===== config.mk =====
export PLATFORM = sky130hd
export DESIGN_NAME = vector_ack_decoder_flat
export DESIGN_NICKNAME = d
export VERILOG_FILES = /design/src/rtl/vector_ack_decoder_if.sv /design/src/rtl/vector_ack_decoder.sv /design/src/flat_wrapper.sv
export SDC_FILE = /design/constraint.sdc
export NUM_CORES = 1
export LEC_CHECK = 0
export CORE_MARGIN = 10
export CORE_UTILIZATION = 50
export DETAILED_ROUTE_END_ITERATION = 6
export PLACE_DENSITY = 0.83
export SLEW_MARGIN = 30
export SYNTH_ARGS = -nofsm -noshare
export SYNTH_HDL_FRONTEND = slang
export SYNTH_SLANG_ARGS = --single-unit

===== constraint.sdc =====
create_clock -name clk -period 3.7 [get_ports clk]
set_input_delay 0.74 -clock clk [delete_from_list [all_inputs] [get_ports clk]]
set_output_delay 0.74 -clock clk [all_outputs]
set_load 0.01 [all_outputs]

===== src/rtl/vector_ack_decoder_if.sv =====
// Bus between event sources/CPU and the pending-event latch and acknowledge decoder.
// The slave side is the decoder; the master side is whoever drives events, mask and acks.
interface vector_ack_decoder_if #(
    parameter int NUM_INPUTS = 16
);
    logic [NUM_INPUTS-1:0] event_in;
    logic                  mask_we;
    logic [NUM_INPUTS-1:0] mask_wdata;
    logic                  ack_strobe;
    logic [15:0]           ack_code;
    logic [NUM_INPUTS-1:0] pending_out;
    logic                  any_pending;
    logic [NUM_INPUTS-1:0] grant;
    logic                  ack_done;
    logic                  ack_err;

    modport slave (
        input  event_in, mask_we, mask_wdata, ack_strobe, ack_code,
        output pending_out, any_pending, grant, ack_done, ack_err
    );

    modport master (
        output event_in, mask_we, mask_wdata, ack_strobe, ack_code,
        input  pending_out, any_pending, grant, ack_done, ack_err
    );
endinterface


===== src/rtl/vector_ack_decoder.sv =====
// Latches rising edges of event lines as pending, exports pending & mask, and clears
// the line named by an acknowledged vector code two edges after the ack strobe.
module vector_ack_decoder #(
    parameter int NUM_INPUTS = 16
) (
    input  logic                 clk,
    input  logic                 reset_n,
    vector_ack_decoder_if.slave  bus
);
    localparam int                    TOP_INPUT = NUM_INPUTS - 1;
    localparam logic [31:0]           TOP_W     = 32'(TOP_INPUT);
    localparam logic [NUM_INPUTS-1:0] ONE_LSB   = NUM_INPUTS'(1);

    logic [NUM_INPUTS-1:0] pending_q, pending_d;
    logic [NUM_INPUTS-1:0] mask_q, mask_d;
    logic [NUM_INPUTS-1:0] prev_q;
    logic [NUM_INPUTS-1:0] rise;
    logic [NUM_INPUTS-1:0] clr_onehot;
    logic [NUM_INPUTS-1:0] grant_q, grant_d;
    logic                  done_q, done_d;
    logic                  err_q, err_d;
    logic                  ack_vld_q;
    logic                  ack_in_range_q;
    logic [15:0]           ack_code_q;

    always_comb begin
        rise       = bus.event_in & ~prev_q;
        clr_onehot = '0;
        grant_d    = '0;
        done_d     = 1'b0;
        err_d      = 1'b0;
        if (ack_vld_q) begin
            if (ack_in_range_q) begin
                clr_onehot = ONE_LSB << ack_code_q;
                grant_d    = clr_onehot;
                done_d     = 1'b1;
            end else begin
                err_d = 1'b1;
            end
        end
        // a new edge on the line being cleared must survive, so set is applied last
        pending_d = (pending_q & ~clr_onehot) | rise;
        mask_d    = bus.mask_we ? bus.mask_wdata : mask_q;
    end

    // prev resets to all ones so lines already high at reset release are not captured
    always_ff @(posedge clk or negedge reset_n) begin
        if (!reset_n) begin
            pending_q      <= '0;
            mask_q         <= '0;
            prev_q         <= '1;
            grant_q        <= '0;
            done_q         <= 1'b0;
            err_q          <= 1'b0;
            ack_vld_q      <= 1'b0;
            ack_in_range_q <= 1'b0;
            ack_code_q     <= '0;
        end else begin
            pending_q      <= pending_d;
            mask_q         <= mask_d;
            prev_q         <= bus.event_in;
            grant_q        <= grant_d;
            done_q         <= done_d;
            err_q          <= err_d;
            ack_vld_q      <= bus.ack_strobe;
            ack_in_range_q <= ({16'd0, bus.ack_code} <= TOP_W);
            ack_code_q     <= bus.ack_code;
        end
    end

    assign bus.pending_out = pending_q & mask_q;
    assign bus.any_pending = |(pending_q & mask_q);
    assign bus.grant       = grant_q;
    assign bus.ack_done    = done_q;
    assign bus.ack_err     = err_q;
endmodule


===== src/flat_wrapper.sv =====
// flat-port wrapper written by rule: the top's interface ports become plain ports
module vector_ack_decoder_flat 
#(
    parameter int NUM_INPUTS = 16
)
  (clk, reset_n, bus_event_in, bus_mask_we, bus_mask_wdata, bus_ack_strobe, bus_ack_code, bus_pending_out, bus_any_pending, bus_grant, bus_ack_done, bus_ack_err);
  vector_ack_decoder_if #(.NUM_INPUTS(NUM_INPUTS)) bus_i ();
  input  logic clk;
  input  logic reset_n;
  input wire logic [$bits(bus_i.event_in)-1:0] bus_event_in;
  input wire logic [$bits(bus_i.mask_we)-1:0] bus_mask_we;
  input wire logic [$bits(bus_i.mask_wdata)-1:0] bus_mask_wdata;
  input wire logic [$bits(bus_i.ack_strobe)-1:0] bus_ack_strobe;
  input wire logic [$bits(bus_i.ack_code)-1:0] bus_ack_code;
  output wire logic [$bits(bus_i.pending_out)-1:0] bus_pending_out;
  output wire logic [$bits(bus_i.any_pending)-1:0] bus_any_pending;
  output wire logic [$bits(bus_i.grant)-1:0] bus_grant;
  output wire logic [$bits(bus_i.ack_done)-1:0] bus_ack_done;
  output wire logic [$bits(bus_i.ack_err)-1:0] bus_ack_err;
  assign bus_i.event_in = bus_event_in;
  assign bus_i.mask_we = bus_mask_we;
  assign bus_i.mask_wdata = bus_mask_wdata;
  assign bus_i.ack_strobe = bus_ack_strobe;
  assign bus_i.ack_code = bus_ack_code;
  assign bus_pending_out = bus_i.pending_out;
  assign bus_any_pending = bus_i.any_pending;
  assign bus_grant = bus_i.grant;
  assign bus_ack_done = bus_i.ack_done;
  assign bus_ack_err = bus_i.ack_err;
  vector_ack_decoder #(.NUM_INPUTS(NUM_INPUTS)) u_core (.clk(clk), .reset_n(reset_n), .bus(bus_i));
endmodule

==> flow_summary_export.csv, run 1 <==
group,metric,value,unit
pwr,peakVddDrop,445,uV
timing,drv_slew,0,
timing,worst_pin_slew,0.815,ns
yosys,yosysUniqueCellTypes,22,
clock_tree,clkTransAtPathRegs,0.08,ns
timing,finalCritPeriodShare,86.4,%
pwr,p_leak,1.77,nW
place,io_buffers,86,
route,dr.first_iter.drc_count,44,
critical_path,crit_slowest_cell,"or4_1",
critical_path,cp-end-kind,"output port",
global_route,grt_max_degree,40,
yosys,syn_area,3020,sq um
global_route,grt_pass1_vias,2223,
critical_path,cp-start-kind,"flip-flop",
critical_path,cpPeakStageDelay,0.55,ns
yosys,yosys_warnings,0,
min_path,hold_class,"input pin to async pin",
route,dr.pass1.iters,6,
critical_path,path_class,"flip-flop to output port",
timing,rsz0062_at_grt,"no",
clock_tree,clock_latency,0.34,ns
critical_path,path_cells,"and2_1, or4_1, or4_1, clkdlybuf4s50_1",
floorplan,core-area,5890,sq um
pwr,p_total,0.00192,W
timing,maxSlewHeadroom,45.5,%
route,wl_per_cell,18.7,microns
global_route,grt_pass1_wl,11.7,mm
route,vias_per_cell,5.13,
job,maxCapViolCount,0,
place,routabilityCongestion,0.771,
final_layout,fin_nets,357,
yosys,synthesis.nets,267,
route,via_count,1974,
final_layout,layout-drive-gt1-share,17.1,%
timing,setup_violations,0,
timing,final_hold_viol_count,0,
pwr,p_int,0.00152,W
floorplan,initial_utilization,51.4,%
clock_tree,hold_buffers,0,
floorplan,pin_count,87,
final_layout,final_common_cell,"clkdlybuf4s50_1",
global_route,antenna_found_initial,0,
critical_path,rr_endpoint,"u_core.pending_q[9]",
clock_tree,tritoncts,"done",
clock_tree,cts-root-buf,"clkbuf_8",
pwr,powerDensity,458,nW/um^2
yosys,ys_ff_latch,84,
timing,post-route-min-period,3.20,ns
critical_path,worstReg2RegStart,"u_core.ack_code_q[8]",
timing,skew,0.00918,ns
run_status,status,"complete, no violations",
clock_tree,clockBufferDepth,2,
route,ant_nets,0,
yosys,seq_area_frac_synth,70.2,%
final_layout,final_cell_mix,"clkdlybuf4s50_1, dfrtp_1, and2_1",
critical_path,worstRegToRegCells,3,
global_route,overflow,0,
final_layout,diodes,0,
timing,max_freq,0.313,GHz
critical_path,r2r_setup_slack,1.64,ns
clock_tree,cts_made_buffers,9,
critical_path,arrival,2.46,ns
pwr,clkPwrFrac,39.1,%
clock_tree,cts_setup_buffers,0,
floorplan,die_height,97.8,microns
yosys,avgSynthCellArea,14.1,sq um
final_layout,area_growth,39.0,%
critical_path,cp.required,2.96,ns
pwr,swShare,20.8,%
final_layout,final_util,71.4,%
floorplan,die-area,9560,sq um
route,drcViolationCount,0,
critical_path,cp_common_cell,"or4_1",
place,dpl.hpwl,5.46,mm
clock_tree,cts_sinks,84,
route,routed_wl,7.21,mm
timing,timing.setup.tns,0,ns
critical_path,cp_max_fo,3,
yosys,syn_inst,215,
clock_tree,cts.repair.resized,0,
pwr,power_frac_comb,10.3,%
floorplan,die_x,97.8,microns
floorplan,fp-row-count,28,
global_route,grt_usage,15.4,%
pwr,seq_power_share,50.7,%
clock_tree,htreeDepth,3,
pwr,power.switching,0.000399,W
## cell families (layout without fill, tap and decap cells)
logic type / after synthesis / count (layout) / share of synthesized area, %
multiplexers: 16 / 16 / 5.96
AND/OR/NAND/NOR: 58 / 58 / 11.8
AO/OA/AOI/OAI: 32 / 32 / 8.61
buffers and inverters: 25 / 120 / 3.48
flip-flops: 84 / 84 / 70.2
## worst max-delay path: cells and delay by family (launching register included)
kind,cells,cell delay (ns)
buffers and inverters,1,0.50
DFF,1,0.39
and+or+nand+nor,3,1.22
## how the worst max path moves through the flow
stage	to	start	slack, ns
global placement	bus_any_pending	u_core.pending_q[3]	0.91
floorplan	bus_any_pending	u_core.pending_q[6]	1.35
CTS	bus_any_pending	u_core.pending_q[3]	0.51
finish	bus_any_pending	u_core.pending_q[3]	0.50
global route	bus_any_pending	u_core.pending_q[3]	0.46
detailed placement	bus_any_pending	u_core.pending_q[3]	0.89
## synth_stat cells, drive strengths merged
cell type,n,area share [%]
dfstp,16,14
and3,1,0.21
nor4,3,0.62
nor2,16,2.0
clkbuf,5,0.62
nand4,1,0.21
inv,16,2.0
nand2b,2,0.41
dfrtp,68,56
buf,4,0.87
or4,12,3.4
nand4b,2,0.58
nor2b,1,0.21
or2,1,0.21
and2,17,3.5
a21o,16,4.0
nand2,1,0.12
a22o,16,4.6
nand4bb,1,0.37
mux2,16,6.0
## layer usage
| metal | share of wire (%) | wire length, microns | GRT usage, % |
|---|---|---|---|
| met5 | 0 | 0 | 0 |
| met4 | 1.1 | 77 | 6.04 |
| met3 | 6.2 | 448 | 5.21 |
| met2 | 51 | 3700 | 26.3 |
| met1 | 41 | 2980 | 17.2 |
## power by group through the flow
stage | logic [W] | registers [W] | clock network (W)
finish | 0.000197 | 0.000975 | 0.000752
global route | 0.000216 | 0.000979 | 0.000792
CTS | 0.000202 | 0.000975 | 0.000760
detailed placement | 0.000200 | 0.000992 | 0
global placement | 0.000190 | 0.000990 | 0
floorplan | 0.0000669 | 0.000988 | 0
## flip-flops by register name, summed over array words and instances (netlist names)
register               cells
u_core.ack_vld_q           1
u_core.prev_q             16
u_core.bus.ack_done        1
u_core.mask_q             16
u_core.ack_code_q         16
u_core.ack_in_range_q      1
u_core.bus.ack_err         1
u_core.bus.grant          16
u_core.pending_q          16
## metrics by stage
| stage | setup slack [ns] | cells | hold WS, ns | instance area (sq um) |
|---|---|---|---|---|
| 3_3_place_gp | 0.906 | 367 | 0.475 | 3930 |
| 2_1_floorplan | 1.35 | 215 | 0.444 | 3020 |
| 3_5_place_dp | 0.886 | 369 | 0.485 | 3970 |
| 5_1_grt | 0.460 | 385 | 0.252 | 4200 |
| 6_report | 0.505 | 385 | 0.251 | 4200 |
| 4_1_cts | 0.505 | 385 | 0.243 | 4200 |
## cell type report
class | instances | area [sq um]
Timing Repair Buffer | 88 | 898
Clock buffer | 11 | 131
Multi-Input combinational cell | 106 | 797
Sequential cell | 84 | 2120
Clock inverter | 5 | 100
Tap cell | 75 | 93.8
Inverter | 16 | 60.1
Fill cell | 410 | 1680
Note: power is estimated with default switching activity, not from simulation.
==> run 2: changes to the inputs <==
--- a/config.mk
+++ b/config.mk
@@ -5,7 +5,7 @@
 export SDC_FILE = /design/constraint.sdc
 export NUM_CORES = 1
 export LEC_CHECK = 0
-export CORE_MARGIN = 10
+export CORE_ASPECT_RATIO = 1.25
 export CORE_UTILIZATION = 50
 export DETAILED_ROUTE_END_ITERATION = 6
 export PLACE_DENSITY = 0.83
==> run 2 against run 1 <==
Power decreased by 10%. Design area decreased by 2.6%. Sequential cell count unchanged. Final cell count decreased by 2.9%. Global-route usage increased by 5.8 points.
==> flow_summary_export.csv, run 2 (same netlist as run 1, synthesis figures left out) <==
group,metric,value,unit
pwr,seq_power_share,56.4,%
pwr,power.switching,0.000394,W
timing,post-route-min-period,3.23,ns
pwr,p_int,0.00133,W
floorplan,fp-row-count,31,
timing,finalCritPeriodShare,87.2,%
final_layout,fin_nets,355,
timing,drv_slew,0,
clock_tree,htreeDepth,3,
timing,rsz0062_at_grt,"no",
route,ant_nets,0,
critical_path,worstRegToRegCells,3,
clock_tree,hold_buffers,0,
clock_tree,cts_sinks,84,
timing,maxSlewHeadroom,43.5,%
final_layout,fillers,412,
route,wl_per_cell,16.0,microns
timing,setup_violations,0,
run_status,status,"complete, no violations",
clock_tree,tritoncts,"done",
timing,timing.setup.tns,0,ns
critical_path,path_class,"flip-flop to output port",
global_route,grt_max_degree,85,
pwr,powerDensity,422,nW/um^2
clock_tree,clkTransAtPathRegs,0.08,ns
pwr,swShare,22.8,%
floorplan,die-area,6370,sq um
clock_tree,clockBufferDepth,2,
timing,max_freq,0.310,GHz
floorplan,die_height,89.0,microns
global_route,grt_pass1_wl,9.67,mm
place,io_buffers,86,
critical_path,path_cells,"and2_1, or4_1, or4_1, clkdlybuf4s50_1",
clock_tree,cts.repair.resized,0,
floorplan,pin_count,87,
critical_path,cp_max_fo,2,
place,dp_cells,358,
critical_path,cp_common_cell,"or4_1",
final_layout,diodes,0,
final_layout,final_cell_mix,"clkdlybuf4s50_1, dfrtp_1, and2_1",
final_layout,final_common_cell,"clkdlybuf4s50_1",
final_layout,multi_input_area,797,sq um
clock_tree,cts-root-buf,"clkbuf_8",
critical_path,cp-end-kind,"output port",
route,dr.pass1.iters,4,
timing,final_hold_viol_count,0,
pwr,p_leak,1.72,nW
min_path,hold_class,"input pin to async pin",
global_route,antenna_found_initial,0,
timing,skew,0.00908,ns
floorplan,die_x,71.6,microns
final_layout,seq_area,2120,sq um
floorplan,core-area,5820,sq um
critical_path,cp.required,2.96,ns
place,dpl.hpwl,4.28,mm
clock_tree,cts_made_buffers,9,
clock_tree,cts_setup_buffers,0,
global_route,overflow,0,
critical_path,arrival,2.49,ns
final_layout,area_growth,35.4,%
critical_path,cpPeakStageDelay,0.57,ns
global_route,grt_usage,21.2,%
route,vias_per_cell,5.21,
critical_path,cp-start-kind,"flip-flop",
final_layout,fin_cells,374,
final_layout,layout-drive-gt1-share,16.6,%
route,via_count,1948,
pwr,clkPwrFrac,32.5,%
route,dr.first_iter.drc_count,119,
pwr,power_frac_comb,11.1,%
floorplan,initial_utilization,52.0,%
pwr,peakVddDrop,255,uV
clock_tree,clock_latency,0.35,ns
job,maxCapViolCount,0,
timing,worst_pin_slew,0.845,ns
route,drcViolationCount,0,
global_route,grt_pass1_vias,1990,
place,routabilityCongestion,0.743,
route,routed_wl,5.98,mm
critical_path,crit_slowest_cell,"or4_1",
## run 2: changes by cell type in the layout (fill, tap and decap cells not counted), sizes merged
cell / previous run / this run
clkinvlp: 0 / 2
bufinv: 3 / 0
clkbuf: 11 / 12
buf: 3 / 1
## run 2: per-stage QoR
| step | instance area, sq um | setup WS, ns | hold WS (ns) | power, W | utilization (%) |
|---|---|---|---|---|---|
| 3_3_place_gp | 3920 | 0.872 | 0.476 | 0.00118 | 67.4 |
| 3_5_place_dp | 3920 | 0.843 | 0.484 | 0.00118 | 67.4 |
| 2_1_floorplan | 3020 | 1.35 | 0.444 | 0.00106 | - |
| 6_report | 4090 | 0.475 | 0.406 | 0.00173 | 70.4 |
| 4_1_cts | 4090 | 0.444 | 0.501 | 0.00174 | 70.3 |
| 5_1_grt | 4090 | 0.379 | 0.463 | 0.00181 | 70.4 |
## run 2: per-layer routing
layer | up-vias | share of wire (%) | GRT usage (%) | wire length, microns
met2 | 64 | 53 | 37.7 | 3190
met4 | 0 | 1.1 | 8.38 | 65
li1 | 916 | - | - | -
met1 | 962 | 40 | 24.5 | 2390
met3 | 6 | 5.7 | 5.98 | 343
met5 | - | 0 | 0 | 0
## run 2: final timing paths
kind	startpoint	slack [ns]	end
worst max-delay path	u_core.mask_q[14]	0.47	bus_any_pending
worst min-delay path	reset_n	0.41	u_core.bus.grant[14]
worst max register to register	u_core.ack_code_q[8]	1.68	u_core.pending_q[9]
worst min register to register	u_core.pending_q[2]	0.50	u_core.pending_q[2]
max in group asynchronous	reset_n	2.79	u_core.bus.ack_done
min in group clk	u_core.pending_q[2]	0.50	u_core.pending_q[2]
## run 2: area by class of cell
class	count	area share [%]
sequential	84	51.8
clock buffer	12	3.55
inverter	16	1.47
clock inverter	4	0.611
tap	66	2.02
multi-input combinational	106	19.5
timing repair buffer	86	21.1
## run 2: power by group through the flow
stage	Sequential (W)	Clock (W)	Combinational [W]
final	0.000975	0.000562	0.000191
after global routing	0.000979	0.000626	0.000207
after CTS	0.000975	0.000576	0.000194
after detailed placement	0.000992	0	0.000193
after global placement	0.000989	0	0.000190
after floorplan	0.000988	0	0.0000669
## run 2: critical path, delay by kind of cell (launching register included)
kind	cells	cell delay [ns]
buffers and inverters	1	0.50
DFF	1	0.39
and+or+nand+nor	3	1.25
==> run 3: changes to the inputs <==
--- a/config.mk
+++ b/config.mk
@@ -5,10 +5,11 @@
 export SDC_FILE = /design/constraint.sdc
 export NUM_CORES = 1
 export LEC_CHECK = 0
+export ABC_AREA = 1
 export CORE_ASPECT_RATIO = 1.25
 export CORE_UTILIZATION = 50
 export DETAILED_ROUTE_END_ITERATION = 6
-export PLACE_DENSITY = 0.83
+export PLACE_DENSITY = 0.84
 export SLEW_MARGIN = 30
 export SYNTH_ARGS = -nofsm -noshare
 export SYNTH_HDL_FRONTEND = slang
==> run 3 against run 2 <==
Worst setup slack better by 0.43 ns. Die area down 0.24%. Critical endpoint unchanged. Core utilization up 0.60 points. Clock power up 8.7%. Critical path depth up 1. Sequential share of layout area down 0.44 points. Global-route usage down 0.35 points. Highest routed layer unchanged. Sequential cell count unchanged. Worst hold slack better by 0.015 ns. Combinational power down 6%. Clock skew down 0.00080 ns.
==> flow_summary_export.csv, run 3 <==
group,metric,value,unit
run_status,status,"complete, no violations",
floorplan,core-area,5820,sq um
critical_path,cp-end-kind,"output port",
timing,worst_pin_slew,0.830,ns
pwr,powerDensity,428,nW/um^2
critical_path,cp_max_fo,2,
timing,drv_slew,0,
route,dr.first_iter.drc_count,101,
floorplan,fp-row-count,31,
yosys,avgSynthCellArea,11.3,sq um
timing,finalCritPeriodShare,75.7,%
final_layout,fin_cells,431,
clock_tree,cts_setup_buffers,0,
final_layout,area_growth,36.9,%
global_route,grt_pass1_vias,2123,
yosys,synth_top_area_share,56.4,%
yosys,syn_area,3020,sq um
yosys,synth-xor-area-share,0,%
yosys,synth_top_family_by_area,"simple AND/OR/NAND/NOR gates",
final_layout,layout-drive-gt1-share,12.9,%
critical_path,path_class,"flip-flop to output port",
job,maxCapViolCount,0,
yosys,syn_inst,266,
final_layout,final_common_cell,"clkdlybuf4s50_1",
final_layout,final_util,71.0,%
route,wl_per_cell,13.6,microns
global_route,antenna_found_initial,0,
final_layout,diodes,0,
timing,maxSlewHeadroom,44.5,%
yosys,synth_compound_area_share,0,%
place,routabilityCongestion,0.714,
clock_tree,cts_made_buffers,9,
clock_tree,clock_latency,0.35,ns
yosys,ys_async_sr_fraction,100,%
timing,post-route-min-period,2.80,ns
clock_tree,clkTransAtPathRegs,0.08,ns
global_route,overflow,0,
clock_tree,htreeDepth,3,
critical_path,arrival,2.06,ns
floorplan,die_height,88.8,microns
timing,rsz0062_at_grt,"no",
clock_tree,clockBufferDepth,2,
floorplan,initial_utilization,51.8,%
pwr,peakVddDrop,403,uV
yosys,synthesis.nets,318,
route,via_count,2080,
global_route,grt_usage,20.8,%
final_layout,final_cell_mix,"clkdlybuf4s50_1, dfrtp_1, nand2_1",
route,routed_wl,5.87,mm
yosys,yosysUniqueCellTypes,17,
timing,setup_violations,0,
yosys,yosys-top-cells-area,"dfrtp_1, dfstp_2, nand2_1, inv_1, mux2_1",
timing,layout_setup_ws,0.901,ns
place,dp_cells,415,
yosys,yosys_warnings,0,
timing,skew,0.00828,ns
clock_tree,cts_sinks,84,
place,io_buffers,86,
place,pre_cts_slack,1.37,ns
global_route,grt_max_degree,85,
yosys,synth_top_area_cell,"dfrtp_1",
yosys,synth_top_cells_by_count,"dfrtp_1, nand2_1, inv_1",
clock_tree,hold_buffers,0,
global_route,grt_pass1_wl,9.67,mm
timing,timing.setup.tns,0,ns
timing,final_hold_viol_count,0,
yosys,seq_area_frac_synth,70.3,%
floorplan,die-area,6350,sq um
route,drcViolationCount,0,
route,dr.pass1.iters,5,
min_path,hold_class,"flip-flop to flip-flop",
place,dpl.hpwl,4.30,mm
clock_tree,cts.repair.resized,0,
critical_path,cp.required,2.96,ns
final_layout,fin_nets,412,
floorplan,pin_count,87,
clock_tree,cts-root-buf,"clkbuf_8",
yosys,muxShareOfSynthArea,5.97,%
floorplan,die_x,71.5,microns
pwr,p_leak,2.10,nW
critical_path,cp-start-kind,"flip-flop",
yosys,synth.most_common_cell,"dfrtp_1",
yosys,synthAdderAreaFrac,0,%
route,ant_nets,0,
yosys,synthFlopType,"dfrtp_1",
clock_tree,tritoncts,"done",
yosys,yosys.area_share.simple,16.3,%
route,vias_per_cell,4.83,
yosys,synth_edf_count,0,
yosys,ys_ff_latch,84,
timing,max_freq,0.357,GHz
-- run 3: cell count changes after synthesis, moves of 10 or more --
cell / previous run / this run
nor2_1: 16 / 6
and2_1: 17 / 1
mux2_1: 0 / 10
a21o_1: 16 / 0
a22o_1: 16 / 0
inv_1: 16 / 55
nand3_1: 0 / 16
mux2_2: 16 / 6
nand2_1: 1 / 67
-- run 3: critical path: stages (launching register included) --
cell and delay [ns]:
dfrtp_1 0.38, nand2_1 0.06, inv_1 0.05, nor4_1 0.53
nand4_1 0.17, clkdlybuf4s50_1 0.52
-- run 3: cell type report --
class                   instances  area (sq um)
well taps                      66          82.6
multi-input cells             124           673
clock inverters                 6          55.1
clock buffers                  10           128
flip-flops and latches         84          2120
inverters                      55           206
fillers                       443          1690
repair buffers                 86           862
-- run 3: kinds of logic (layout without fill, tap and decap cells) --
logic type,Yosys count,in the layout
buffers and inverters,58,157
flip-flops,84,84
multiplexers,16,16
AND/OR/NAND/NOR,108,108
-- run 3: worst paths after layout --
check | start | endpoint | slack (ns) | cells past startpoint
worst max-delay path | u_core.mask_q[14] | bus_any_pending | 0.90 | 5
worst min-delay path | u_core.ack_in_range_q | u_core.bus.ack_err | 0.42 | 1
worst max register to register | u_core.ack_code_q[7] | u_core.pending_q[10] | 2.31 | 8
worst min register to register | u_core.ack_in_range_q | u_core.bus.ack_err | 0.42 | 1
max in group asynchronous | reset_n | u_core.bus.ack_done | 2.79 | 1
min in group asynchronous | reset_n | u_core.mask_q[13] | 0.43 | 1
-- run 3: per-stage QoR --
stage / hold WS, ns / power, W / instance area [sq um]
finish: 0.421 / 0.00177 / 4130
global route: 0.445 / 0.00185 / 4130
CTS: 0.425 / 0.00178 / 4130
detailed placement: 0.415 / 0.00117 / 3940
global placement: 0.412 / 0.00117 / 3940
floorplan: 0.400 / 0.00105 / 3020
-- run 3: report_power, final --
| part | total, W | internal, W | switching (W) | leakage (nW) |
|---|---|---|---|---|
| sequential | 0.000976 | 0.000960 | 0.0000159 | 0.957 |
| clock | 0.000611 | 0.000306 | 0.000305 | 0.0996 |
| combinational | 0.000179 | 0.000102 | 0.0000764 | 1.04 |
-- run 3: layer usage --
metal / wire length, microns / track usage, % / vias to the layer above
met1: 2300 / 23.5 / 1003
met3: 290 / 3.87 / 15
li1: - / - / 991
met5: 0 / 0 / -
met4: 139 / 13.4 / 0
met2: 3140 / 36.7 / 71
